===== config.mk =====
export PLATFORM = sky130hd
export DESIGN_NAME = attack_gen
export DESIGN_NICKNAME = d
export VERILOG_FILES = /design/src/rtl/attack_gen.sv
export SDC_FILE = /design/constraint.sdc
export NUM_CORES = 1
export LEC_CHECK = 0
export ABC_CLOCK_PERIOD_IN_PS = 14100
export BUFFER_PORTS_ARGS = -buffer_cell sky130_fd_sc_hd__buf_2
export CORE_UTILIZATION = 52
export CTS_CLUSTER_DIAMETER = 40
export CTS_CLUSTER_SIZE = 10
export DETAILED_ROUTE_END_ITERATION = 6
export PLACE_DENSITY_LB_ADDON = 0.25
export SLEW_MARGIN = 20
export SYNTH_ARGS = -nofsm -noshare
export SYNTH_HDL_FRONTEND = slang
export SYNTH_SLANG_ARGS = --single-unit

===== constraint.sdc =====
create_clock -name clk -period 14.1 [get_ports clk]
set_clock_uncertainty 0.15 [all_clocks]
set_input_delay 2.82 -clock clk [delete_from_list [all_inputs] [get_ports clk]]
set_output_delay 2.82 -clock clk [all_outputs]
set_load 0.03 [all_outputs]

===== src/rtl/attack_gen.sv =====
// Attack-set generator: walks the move pattern of the piece on a source square,
// one candidate square per clock, and reports the attacked squares as a 64-bit map.
module attack_gen #(
  parameter int PIECE_WIDTH = 4,
  parameter int SIDE_WIDTH  = PIECE_WIDTH * 8,
  parameter int BOARD_WIDTH = SIDE_WIDTH * 8
) (
  input  logic                   clk,
  input  logic                   reset,
  input  logic [BOARD_WIDTH-1:0] board,
  input  logic                   board_valid,
  input  logic [2:0]             src_row,
  input  logic [2:0]             src_col,
  output logic                   busy,
  output logic [63:0]            attacks,
  output logic                   attacks_valid
);

  // Piece codes: low three bits select the piece type, bit 3 marks black.
  localparam logic [PIECE_WIDTH-1:0] P_EMPTY  = PIECE_WIDTH'(0);
  localparam logic [PIECE_WIDTH-1:0] P_PAWN   = PIECE_WIDTH'(1);
  localparam logic [PIECE_WIDTH-1:0] P_KNIGHT = PIECE_WIDTH'(2);
  localparam logic [PIECE_WIDTH-1:0] P_BISHOP = PIECE_WIDTH'(3);
  localparam logic [PIECE_WIDTH-1:0] P_ROOK   = PIECE_WIDTH'(4);
  localparam logic [PIECE_WIDTH-1:0] P_QUEEN  = PIECE_WIDTH'(5);
  localparam logic [PIECE_WIDTH-1:0] P_KING   = PIECE_WIDTH'(6);
  localparam logic [PIECE_WIDTH-1:0] P_BLACK  = PIECE_WIDTH'(8);

  // state | meaning
  // IDLE  | waiting for a request
  // SCAN  | one candidate square per cycle; finishes when no candidate remains
  // DONE  | result pulse; a new request may be accepted here
  typedef enum logic [1:0] {IDLE, SCAN, DONE} state_t;
  typedef enum logic [2:0] {M_SLIDE, M_KING, M_KNIGHT, M_PAWN_W, M_PAWN_B} mode_t;

  state_t                 r_state;
  state_t                 w_next_state;
  mode_t                  r_mode;
  mode_t                  w_dec_mode;
  logic [BOARD_WIDTH-1:0] r_board;
  logic [2:0]             r_src_row;
  logic [2:0]             r_src_col;
  logic [7:0]             r_pending;
  logic [3:0]             r_dist;
  logic [63:0]            r_acc;

  logic [PIECE_WIDTH-1:0] w_in_sq [64];
  logic [PIECE_WIDTH-1:0] w_sq    [64];
  logic [PIECE_WIDTH-1:0] w_src_code;
  logic [7:0]             w_dec_mask;
  logic                   w_accept;
  logic [2:0]             w_cur_idx;
  logic [7:0]             w_cur_bit;
  logic signed [5:0]      w_dr;
  logic signed [5:0]      w_dc;
  logic signed [5:0]      w_dist_s;
  logic signed [5:0]      w_step_r;
  logic signed [5:0]      w_step_c;
  logic signed [5:0]      w_cand_r;
  logic signed [5:0]      w_cand_c;
  logic                   w_on_board;
  logic [5:0]             w_cand_idx;
  logic                   w_continue;

  for (genvar g = 0; g < 64; g++) begin : g_sq
    assign w_in_sq[g] = board[(g / 8) * SIDE_WIDTH + (g % 8) * PIECE_WIDTH +: PIECE_WIDTH];
    assign w_sq[g]    = r_board[(g / 8) * SIDE_WIDTH + (g % 8) * PIECE_WIDTH +: PIECE_WIDTH];
  end

  assign w_src_code = w_in_sq[{src_row, src_col}];
  assign w_accept   = board_valid && (r_state != SCAN);
  assign busy       = (r_state == SCAN);

  // Pending mask bit k = direction/offset k still to be walked; unused ones are never set.
  always_comb begin
    w_dec_mode = M_SLIDE;
    w_dec_mask = 8'h00;
    case (w_src_code)
      P_ROOK,   P_ROOK   | P_BLACK: begin w_dec_mode = M_SLIDE;  w_dec_mask = 8'h55; end
      P_BISHOP, P_BISHOP | P_BLACK: begin w_dec_mode = M_SLIDE;  w_dec_mask = 8'hAA; end
      P_QUEEN,  P_QUEEN  | P_BLACK: begin w_dec_mode = M_SLIDE;  w_dec_mask = 8'hFF; end
      P_KING,   P_KING   | P_BLACK: begin w_dec_mode = M_KING;   w_dec_mask = 8'hFF; end
      P_KNIGHT, P_KNIGHT | P_BLACK: begin w_dec_mode = M_KNIGHT; w_dec_mask = 8'hFF; end
      P_PAWN:                       begin w_dec_mode = M_PAWN_W; w_dec_mask = 8'h03; end
      P_PAWN | P_BLACK:             begin w_dec_mode = M_PAWN_B; w_dec_mask = 8'h03; end
      default: ;
    endcase
  end

  always_comb begin
    w_cur_idx = 3'd0;
    for (int i = 7; i >= 0; i--) begin
      if (r_pending[i]) w_cur_idx = 3'(i);
    end
  end
  assign w_cur_bit = 8'b1 << w_cur_idx;

  always_comb begin
    w_dr = 6'sd0;
    w_dc = 6'sd0;
    case (r_mode)
      M_KNIGHT: begin
        case (w_cur_idx)
          3'd0: begin w_dr =  6'sd2; w_dc =  6'sd1; end
          3'd1: begin w_dr =  6'sd1; w_dc =  6'sd2; end
          3'd2: begin w_dr = -6'sd1; w_dc =  6'sd2; end
          3'd3: begin w_dr = -6'sd2; w_dc =  6'sd1; end
          3'd4: begin w_dr = -6'sd2; w_dc = -6'sd1; end
          3'd5: begin w_dr = -6'sd1; w_dc = -6'sd2; end
          3'd6: begin w_dr =  6'sd1; w_dc = -6'sd2; end
          default: begin w_dr = 6'sd2; w_dc = -6'sd1; end
        endcase
      end
      M_PAWN_W: begin w_dr =  6'sd1; w_dc = w_cur_idx[0] ? 6'sd1 : -6'sd1; end
      M_PAWN_B: begin w_dr = -6'sd1; w_dc = w_cur_idx[0] ? 6'sd1 : -6'sd1; end
      default: begin
        case (w_cur_idx)
          3'd0: begin w_dr =  6'sd1; w_dc =  6'sd0; end
          3'd1: begin w_dr =  6'sd1; w_dc =  6'sd1; end
          3'd2: begin w_dr =  6'sd0; w_dc =  6'sd1; end
          3'd3: begin w_dr = -6'sd1; w_dc =  6'sd1; end
          3'd4: begin w_dr = -6'sd1; w_dc =  6'sd0; end
          3'd5: begin w_dr = -6'sd1; w_dc = -6'sd1; end
          3'd6: begin w_dr =  6'sd0; w_dc = -6'sd1; end
          default: begin w_dr = 6'sd1; w_dc = -6'sd1; end
        endcase
      end
    endcase
  end

  // Unit steps scale with ray distance; non-sliding patterns keep distance at 1.
  assign w_dist_s   = signed'({2'b00, r_dist});
  assign w_step_r   = (w_dr == 6'sd1) ? w_dist_s : (w_dr == -6'sd1) ? -w_dist_s : w_dr;
  assign w_step_c   = (w_dc == 6'sd1) ? w_dist_s : (w_dc == -6'sd1) ? -w_dist_s : w_dc;
  assign w_cand_r   = signed'({3'b000, r_src_row}) + w_step_r;
  assign w_cand_c   = signed'({3'b000, r_src_col}) + w_step_c;
  assign w_on_board = (w_cand_r[5:3] == 3'b000) && (w_cand_c[5:3] == 3'b000);
  assign w_cand_idx = {w_cand_r[2:0], w_cand_c[2:0]};
  assign w_continue = (r_mode == M_SLIDE) && w_on_board && (w_sq[w_cand_idx] == P_EMPTY);

  always_ff @(posedge clk or posedge reset) begin
    if (reset) r_state <= IDLE;
    else       r_state <= w_next_state;
  end

  always_comb begin
    w_next_state = r_state;
    case (r_state)
      IDLE:    if (w_accept) w_next_state = SCAN;
      SCAN:    if (r_pending == 8'h00) w_next_state = DONE;
      DONE:    w_next_state = w_accept ? SCAN : IDLE;
      default: w_next_state = IDLE;
    endcase
  end

  always_ff @(posedge clk or posedge reset) begin
    if (reset) begin
      r_board       <= '0;
      r_src_row     <= 3'd0;
      r_src_col     <= 3'd0;
      r_mode        <= M_SLIDE;
      r_pending     <= 8'h00;
      r_dist        <= 4'd1;
      r_acc         <= 64'h0;
      attacks       <= 64'h0;
      attacks_valid <= 1'b0;
    end else begin
      attacks_valid <= 1'b0;
      if (w_accept) begin
        r_board   <= board;
        r_src_row <= src_row;
        r_src_col <= src_col;
        r_mode    <= w_dec_mode;
        r_pending <= w_dec_mask;
        r_dist    <= 4'd1;
        r_acc     <= 64'h0;
      end else if (r_state == SCAN) begin
        if (r_pending == 8'h00) begin
          attacks       <= r_acc;
          attacks_valid <= 1'b1;
        end else begin
          if (w_on_board) r_acc[w_cand_idx] <= 1'b1;
          if (w_continue) begin
            r_dist <= r_dist + 4'd1;
          end else begin
            r_pending <= r_pending & ~w_cur_bit;
            r_dist    <= 4'd1;
          end
        end
      end
    end
  end

endmodule

# Word-level counts from Yosys, hierarchy flattened
# Cells that the tools add are included.
op_classes:
  addsub: 4
  n_lt_le_gt_ge: 4
  n_eq_ne: 32
  n_shift: 1
  mux: 48
  bitwise_logic: 6
  reduce_logical: 36
op_table:
  columns: ["cell", "n"]
  rows:
  - ["$mux 64", 4]
  - ["$or 64x64->64", 1]
  - ["$pmux 6 s3", 3]
  - ["$bmux 4 s6", 2]
  - ["$pmux 6 s2", 3]
  - ["$mux 4", 8]
  - ["$mux 8", 4]
  - ["$pmux 8 s4", 1]
  - ["$mux 6", 5]
  - ["$reduce_or 2->1", 14]
  - ["$eq 4x4->1 const B", 6]
  - ["$mux 3", 8]
  - ["$ge 7x7->1 const B", 2]
  - ["$not 6->7", 2]
  - ["$add 4x6->6", 2]
  - ["$eq 3x2->1 const B", 4]
  - ["$eq 3x3->1 const B", 4]
  - ["$eq 4x3->1 const B", 3]
  - ["$eq 6x1->1 const B", 2]
  - ["$eq 6x2->1 const B", 2]
  - ["$logic_not 3->1", 4]
  - ["$pmux 3 s4", 1]
  - ["$reduce_and 3->1", 3]
  - ["$and 8x8->8", 1]
  - ["26 further kinds", 42]
word_totals:
  regBits: 408
  input_bits: 265
  output_inout_bits: 66
  word_cells: 141

# Depth between registers and ports, before layout
# Gate-level depths: netlist of the first run.
depth:
  ltp_word: 26
  ltp_mapped: 26
  mapped_depth_nobuf: 22

# Worst setup path before layout of the first run
# No wires, ideal clock.
synth_timing:
  path_kind: "in2reg"
  from: "input src_col[0]"
  to: "register r_pending[0]"
  setup_time_ns: 0.118
  t_arrival_ns: 5.266
  required_time_ns: 13.832
  setup_slack_ns: 8.566
  path_stages: 9
  path_buffers: 2
  cell_sequence: "buf_4 -> buf_4 -> mux4_2 -> mux4_2 -> a22oi_1 -> o211ai_1 -> or3_1 -> a32o_1 -> a21o_1"
synth_between:
  elab_chain_len: 8
  word_cells_on_any_way: 22
  cone_classes: "eq/ne (12); mux (5); bitwise (1); reduce/logical (4)"
synth_rtl:
  columns: ["item", "line", "rtl"]
  rows:
  - ["from (decl)", "13", "input logic [2:0] src_col,"]
  - ["$not 6->7 (implied by the code) (*)", "70", "assign w_src_code = w_in_sq[{src_row, src_col}];"]
  - ["$bmux 4 s6 (*)", "70", null]
  - ["$mux 4 (implied by the code) (*) (2 in a row)", "70", null]
  - ["$eq 4x2->1, or another cell as far along", "78", "case (w_src_code)"]
  - ["$reduce_or 6->1 (no line), or another cell as far along", null, null]
  - ["$pmux 8 s4 (*)", "78", null]
  - ["$mux 8 (*)", "169", "if (w_accept) begin"]
  - ["to (signal assigned)", "174", "r_pending <= w_dec_mask;"]
  - ["to (signal assigned)", "186", "r_pending <= r_pending & ~w_cur_bit;"]
  - ["to (decl)", "43", "logic [7:0] r_pending;"]
# Mark *: on every way between the ends. The rest lies on a longest branch, timed or not. The select of a mux whose other input is x is not followed.
# A chain may end at the register's enable or synchronous reset.

# Final worst setup path of the first run
layout_timing:
  from: "register r_pending[6]"
  to: "register r_dist[2]"
layout_between:
  elab_chain_len: 25
  word_cells_on_any_way: 58
  cone_classes: "add/sub (2); eq/ne (11); mux (25); bitwise (1); reduce/logical (19)"
layout_rtl:
  columns: ["item", "line", "rtl"]
  rows:
  - ["$mux 3 (7 in a row)", "93", "if (r_pending[i]) w_cur_idx = 3'(i);"]
  - ["$eq 3x3->1, or another cell as far along", "103, 117", null]
  - ["$reduce_or 3->1 (no line) or $reduce_or 2->1 (tied branches)", null, null]
  - ["$pmux 6 s2 or $pmux 6 s3 (tied branches)", "117, 103", null]
  - ["$pmux 6 s3 or $pmux 6 s2 (tied branches)", "101", "case (r_mode)"]
  - ["$eq 6x1->1, on equally long branches", "133, 134", null]
  - ["$mux 6, on equally long branches (2 in a row)", "133, 134", null]
  - ["$add 4x6->6, on equally long branches", "135, 136", null]
  - ["$not 6->7 (implied by the code)", "139", "assign w_continue = (r_mode == M_SLIDE) && w_on_board && (w_sq[w_cand_idx] == P_EMPTY);"]
  - ["$bmux 4 s6", "139", null]
  - ["$mux 4 (implied by the code) (2 in a row)", "139", null]
  - ["$logic_not 4->1", "139", null]
  - ["$logic_and 1x1->1", "139", null]
  - ["$mux 4", "183", "if (w_continue) begin"]
  - ["$mux 4", "178", "if (r_pending == 8'h00) begin"]
  - ["$mux 4", "177", "end else if (r_state == SCAN) begin"]
  - ["$mux 4", "169", null]
  - ["to (signal assigned)", "184", "r_dist <= r_dist + 4'd1;"]
  - ["to (decl)", "44", "logic [3:0] r_dist;"]
# Parallel ways exist; a longest one is shown, timed or not. The select of a mux whose other input is x is not followed.

==> impl_metrics.json, run 1 <==
{
  "fillers": 3195,
  "finalMaxSlewViolations": 0,
  "ant_nets": 0,
  "place_hpwl_mm": 45.2,
  "leakagePower_nw": 12.4,
  "clk_latency_ns": 0.62,
  "vias": 17800,
  "multi_input_area_um2": 9270,
  "globalplace.congestion": 0.888,
  "wl_met3_mm": 5.44,
  "synth_nets": 2486,
  "setup_viol": 0,
  "core_area_um2": 37900,
  "grt_max_degree": 114,
  "cpMaxStageDelayCell": "nor3_2",
  "rows": 71,
  "drv_cap": 0,
  "ys_ff_latch": 408,
  "final_common_cell": "nand2_1",
  "cts_buffers": 59,
  "r2r_start": "r_pending[6]",
  "max-vdd-ir-drop_v": 0.000347,
  "rsz0062_at_grt": "false",
  "post_cts_buffers": 0,
  "worstPathCellList": "nor2_1, nor3_1, o31ai_1, inv_1, ha_1, nor3_1, a21oi_1, o21bai_1, nand2_1, nor2_1, mux2i_1, inv_1, fa_2, buf_4, nand2_1, buf_4, o21ai_0, or3_1, a211o_1, o211ai_1, nand4_1, nor3_2, a22o_1",
  "ios": 331,
  "area_growth_pct": 19.1,
  "grt_pass1_wl_mm": 98.5,
  "fin_crit_ns": 6.68,
  "power_mw": 7.32,
  "top_layer_used": "met5",
  "synthCells": 2205,
  "clk_pin_slew_ns": 0.05,
  "numPortBuffers": 330,
  "wirelength_mm": 63.8,
  "grt_use_total_pct": 32.9,
  "hold_depth": 2,
  "first_iter_violations": 1661,
  "cts_tree": "yes",
  "ys_warn_count": 0,
  "slowest_delay_ns": 0.62,
  "cts_buffer_depth": 3,
  "synth_edf_count": 0,
  "viasPerCell": 5.88,
  "powerDensity_nw_per_um2": 305,
  "setup_tns_ns": 0,
  "finalCritPeriodShare_pct": 47.3,
  "mostFrequentLayoutCells": "nand2_1, dfrtp_1, buf_2",
  "synth_ff_type": "dfrtp_1",
  "die_y_um": 199,
  "fin_nets": 2762,
  "dieArea_um2": 39600,
  "tightest_slew_ns": 1.05,
  "r2r_cells": 23,
  "arrival_ns": 7.07,
  "clock.fmax_mhz": 150,
  "start_util_pct": 53.1,
  "ys_seq_area_share_pct": 50.7,
  "hp-start": "r_board[66]",
  "status": "complete, no violations",
  "synth_cell_type_count": 84,
  "cts_max_level": 2,
  "route.detailed.drc": 0,
  "regArea_um2": 10200,
  "synthArstFlopShare_pct": 100,
  "cp_max_fo": 57,
  "grt_overflow": 0,
  "worstReg2RegEnd": "r_dist[2]",
  "met2_length_mm": 29.7,
  "cts_sinks": 408,
  "drive_gt1_share_pct": 21.8,
  "die_w_um": 199,
  "hold_class": "reg -> reg",
  "rrSetupSlack_ns": 7.42,
  "path_class": "reg -> reg",
  "cts_hold_buf": 0,
  "grt_pass1_vias": 17600,
  "crit_path_start_kind": "flip-flop",
  "root_buffer": "clkbuf_16",
  "wl_per_cell_um": 21.0,
  "hold-path-endpoint": "r_board[66]",
  "timing.slew.headroom_pct": 30.2,
  "required_ns": 14.49,
  "hold_violations": 0,
  "end_kind": "flip-flop",
  "firstDrtPassIters": 5,
  "grt_antenna_before_repair": 3,
  "avgSynthCellArea_um2": 9.14,
  "wl_met1_mm": 26.4,
  "postCtsResizedCells": 0,
  "netlist_area_um2": 20200
}
## registers in the layout, indices dropped and copies added, names as in the netlist
register and flops:
attacks 64, r_board 256, attacks_valid 1, r_acc 64, r_src_col 3, r_mode 3
r_src_row 3, r_state 2, r_dist 4, r_pending 8
## layout make-up
type | count | share of cell area [%]
repair buffers | 354 | 7.78
well taps | 511 | 2.66
inverters | 23 | 0.381
diodes | 1 | 0.0104
clock buffers | 73 | 6.63
multi-input cells | 1635 | 38.6
flip-flops and latches | 408 | 42.5
clock inverters | 26 | 1.39
## cells by family after synthesis
family	share of synthesized area (%)
compound gates	9.17
xor+xnor	0.217
fa+ha+maj	1.07
buf+inv	3.63
flops	50.7
mux	9.03
simple gates	26.2
## synth_stat cells (all sizes together), types with 6 or more instances
master   count  area share [%]
nand2     1027              19
dfrtp      407              51
clkbuf     100             1.9
nor2        97             1.8
mux4        74             8.3
buf         39             1.3
nor3        37             1.0
a22o        36             1.6
a32o        33             1.6
nor4        32             1.1
o21ai       31            0.81
a21oi       30            0.80
inv         23            0.43
nand3       15            0.37
ha          14            0.87
a211oi      13            0.56
or3         13            0.40
mux2i       12            0.60
o211ai      12            0.45
nand2b      11            0.34
a211o       10            0.43
nor2b       10            0.31
o22ai        9            0.28
or4          8            0.32
a21o         7            0.26
nand4        7            0.22
o2111ai      7            0.30
a221oi       6            0.29
and2         6            0.19
and3         6            0.19
## metrics by stage
step                      setup slack (ns)  cells  hold WS, ns  area, µm²  util (%)
final                                 7.42   3031        0.314      24000      63.3
after CTS                             7.49   3029        0.317      24000      63.2
after global placement                7.25   2930        0.298      22000      58.1
after global routing                  6.98   3030        0.325      24000      63.3
after detailed placement              7.48   2930        0.305      22000      58.1
after floorplan                       5.63   2205        0.286      20200         -
## where the power goes
part           leakage (nW)  total [mW]  internal [mW]  switching, mW
sequential             5.26        2.00           1.69          0.315
clock                 0.939        1.45          0.907          0.542
combinational          6.15        3.87           1.22           2.65
total                  12.4        7.32           3.81           3.51
## worst max-delay path: cells and delay by family, from the launching register on
kind | cells | cell delay (ns)
flops | 1 | 0.43
simple gates | 9 | 2.29
fa+ha+maj | 2 | 0.77
mux | 1 | 0.28
buf+inv | 4 | 0.83
compound gates | 7 | 1.83
## worst max-delay path by stage
stage | end | depth (start not counted) | startpoint
5_1_grt | r_dist[2] | 23 | r_pending[6]
2_1_floorplan | attacks[0] | 1 | reset
3_3_place_gp | r_dist[2] | 23 | r_pending[6]
3_5_place_dp | r_pending[0] | 9 | src_col[0]
4_1_cts | r_dist[2] | 23 | r_pending[6]
6_report | r_dist[2] | 23 | r_pending[6]
## per-layer routing
metal | GRT usage, % | vias up
met5 | 0 | -
li1 | - | 8026
met3 | 6.82 | 142
met2 | 50.6 | 869
met4 | 13.5 | 4
met1 | 45.5 | 8776
No activity file was read; power rests on OpenSTA's default activity.
==> run 2, diff against run 1 <==
--- a/config.mk
+++ b/config.mk
@@ -5,9 +5,10 @@
 export SDC_FILE = /design/constraint.sdc
 export NUM_CORES = 1
 export LEC_CHECK = 0
-export ABC_CLOCK_PERIOD_IN_PS = 14100
+export ABC_AREA = 1
+export ABC_CLOCK_PERIOD_IN_PS = 5700
 export BUFFER_PORTS_ARGS = -buffer_cell sky130_fd_sc_hd__buf_2
-export CORE_UTILIZATION = 52
+export CORE_UTILIZATION = 53
 export CTS_CLUSTER_DIAMETER = 40
 export CTS_CLUSTER_SIZE = 10
 export DETAILED_ROUTE_END_ITERATION = 6
==> constraint.sdc (replaced) <==
create_clock -name clk -period 5.7 [get_ports clk]
set_clock_uncertainty 0.15 [all_clocks]
set_input_delay 1.14 -clock clk [delete_from_list [all_inputs] [get_ports clk]]
set_output_delay 1.14 -clock clk [all_outputs]
set_load 0.03 [all_outputs]
==> impl_metrics.json, run 2 <==
{
  "clk_pin_slew_ns": 0.05,
  "yosys.area.top_type_share_pct": 45.2,
  "wl_met1_mm": 30.8,
  "synth_edf_count": 0,
  "path_class": "reg -> reg",
  "core_area_um2": 41900,
  "die_y_um": 208,
  "ys_top_cells_by_count": "nand2_1, dfrtp_1, o21ai_0",
  "cts_max_level": 2,
  "crit_top_cell": "nand2_1",
  "viasPerCell": 5.64,
  "dp.cells": 3878,
  "cp_max_fo": 74,
  "place_hpwl_mm": 48.8,
  "setup_viol": 0,
  "hold-path-endpoint": "r_board[210]",
  "root_buffer": "clkbuf_16",
  "finalCritPeriodShare_pct": 93.0,
  "numPortBuffers": 330,
  "wirelength_mm": 73.4,
  "hold_depth": 2,
  "cts_tree": "yes",
  "first_iter_violations": 2274,
  "hold_class": "reg -> reg",
  "firstDrtPassIters": 7,
  "synth.area.top_cells": "dfrtp_1, nand2_1, o21ai_0, a21oi_1, inv_1",
  "required_ns": 6.08,
  "cts_buffer_depth": 3,
  "synth_ff_type": "dfrtp_1",
  "r2r_cells": 37,
  "grt_pass1_vias": 21500,
  "timing.slew.headroom_pct": 22.4,
  "grt_use_total_pct": 33.7,
  "dpl-instance-area_um2": 24400,
  "setup_tns_ns": 0,
  "top_layer_used": "met4",
  "arrival_ns": 5.68,
  "cpMaxStageDelayCell": "dfrtp_1",
  "end_kind": "flip-flop",
  "crit_path_start_kind": "flip-flop",
  "wl_per_cell_um": 18.4,
  "grt_max_degree": 185,
  "met2_length_mm": 33.4,
  "top_register": "r_board",
  "avgSynthCellArea_um2": 7.10,
  "clk_latency_ns": 0.62,
  "worstReg2RegEnd": "r_dist[2]",
  "grt_overflow": 0,
  "cts_hold_buf": 0,
  "slowest_delay_ns": 0.40,
  "grt_antenna_before_repair": 1,
  "cts_sinks": 408,
  "cp_num_buf_inv": 7,
  "synth_cell_type_count": 47,
  "fin_nets": 3685,
  "critPathTopFamily": "simple AND/OR/NAND/NOR gates",
  "ys_seq_area_share_pct": 45.4,
  "dieArea_um2": 43300,
  "synthCells": 3170,
  "tightest_slew_ns": 1.16,
  "ios": 331,
  "drive_gt1_share_pct": 16.9,
  "mostFrequentLayoutCells": "nand2_1, dfrtp_1, o21ai_0",
  "status": "complete, no violations",
  "finalMaxSlewViolations": 0,
  "hp-start": "r_board[210]",
  "cts_buffers": 59,
  "globalplace.congestion": 0.935,
  "hold_violations": 0,
  "ys_warn_count": 0,
  "grt_pass1_wl_mm": 116,
  "final_common_cell": "nand2_1",
  "largestRegisters": "r_board (256), attacks (64), r_acc (64)",
  "start_util_pct": 53.7,
  "synth_largest_area_cell": "dfrtp_1",
  "ys_ff_latch": 408,
  "drv_cap": 0,
  "ant_nets": 0,
  "instances_no_fill": 3983,
  "synth_nets": 3451,
  "clock.fmax_mhz": 189,
  "netlist_area_um2": 22500,
  "vias": 22500,
  "r2r_start": "r_pending[6]",
  "die_w_um": 208,
  "largest_reg_flops": 256,
  "final_area_um2": 26400,
  "synth_most_common_cell": "nand2_1",
  "rrSetupSlack_ns": 0.40,
  "area_growth_pct": 17.3,
  "synthArstFlopShare_pct": 100,
  "fin_crit_ns": 5.30,
  "rows": 75,
  "wl_met3_mm": 5.76,
  "route.detailed.drc": 0
}
## run 2: kinds of logic (layout without fill, tap and decap cells)
kind of cell             count (synthesis)  after routing  synth area share [%]
AND/OR/NAND/NOR                       1697           1697                  31.3
AO/OA/AOI/OAI                          621            621                  14.2
buffers and inverters                  422            695                  7.97
flip-flops                             408            408                  45.4
adder cells (fa/ha/maj)                 16             16                 0.956
XOR/XNOR                                 6              6                 0.233
other                                    0              1                     0
## run 2: worst register-to-register path: cells and delay by family (launching register included)
family | cells | cell delay (ns)
buffers and inverters | 7 | 1.08
AOI/OAI and AO/OA | 3 | 0.58
DFF | 1 | 0.40
adders and majority gates | 2 | 0.59
and+or+nand+nor | 25 | 2.44
## run 2: stage by stage
step / hold WS [ns] / worst slack, ns / util, %
2_1_floorplan: 0.285 / -1.09 / -
6_report: 0.321 / 0.397 / 62.9
5_1_grt: 0.331 / -0.000264 / 62.9
4_1_cts: 0.318 / 0.00961 / 62.7
3_5_place_dp: 0.306 / -0.0557 / 58.2
3_3_place_gp: 0.304 / 0.153 / 58.2
## run 2: area by class of cell
class / count / area (µm²)
repair buffers: 374 / 2160
flip-flops and latches: 408 / 10200
well taps: 539 / 674
fillers: 3784 / 15500
clock buffers: 71 / 1590
diodes: 1 / 2.50
clock inverters: 29 / 299
multi-input cells: 2340 / 10600
inverters: 221 / 843
## run 2: timing repair
item	4_1_cts	5_1_grt
endpoints found under the hold margin	0	0
pin swaps	0	1
setup endpoints to repair	10	12
setup buffers	0	3
resized for setup	1	12
## run 2: how the worst max path moves through the flow
stage                     cells after the start  slack (ns)      endpoint          from
after global placement                       32        0.15  r_pending[1]  r_pending[4]
final                                        37        0.40     r_dist[2]  r_pending[6]
after CTS                                    31        0.01  r_pending[2]  r_pending[4]
after global routing                         37     -0.0003  r_pending[2]  r_pending[6]
after floorplan                               1       -1.09    attacks[0]         reset
after detailed placement                     32       -0.06  r_pending[2]  r_pending[4]
## run 2: per-layer routing
layer / GRT usage (%) / up-vias
met2: 53.1 / 1038
li1: - / 10500
met4: 16.0 / 0
met5: 0 / -
met1: 45.4 / 10700
met3: 5.65 / 194
Power of run 2 is not shown: default switching activity piles up to over one toggle a cycle in this logic, so the estimate is an artifact.
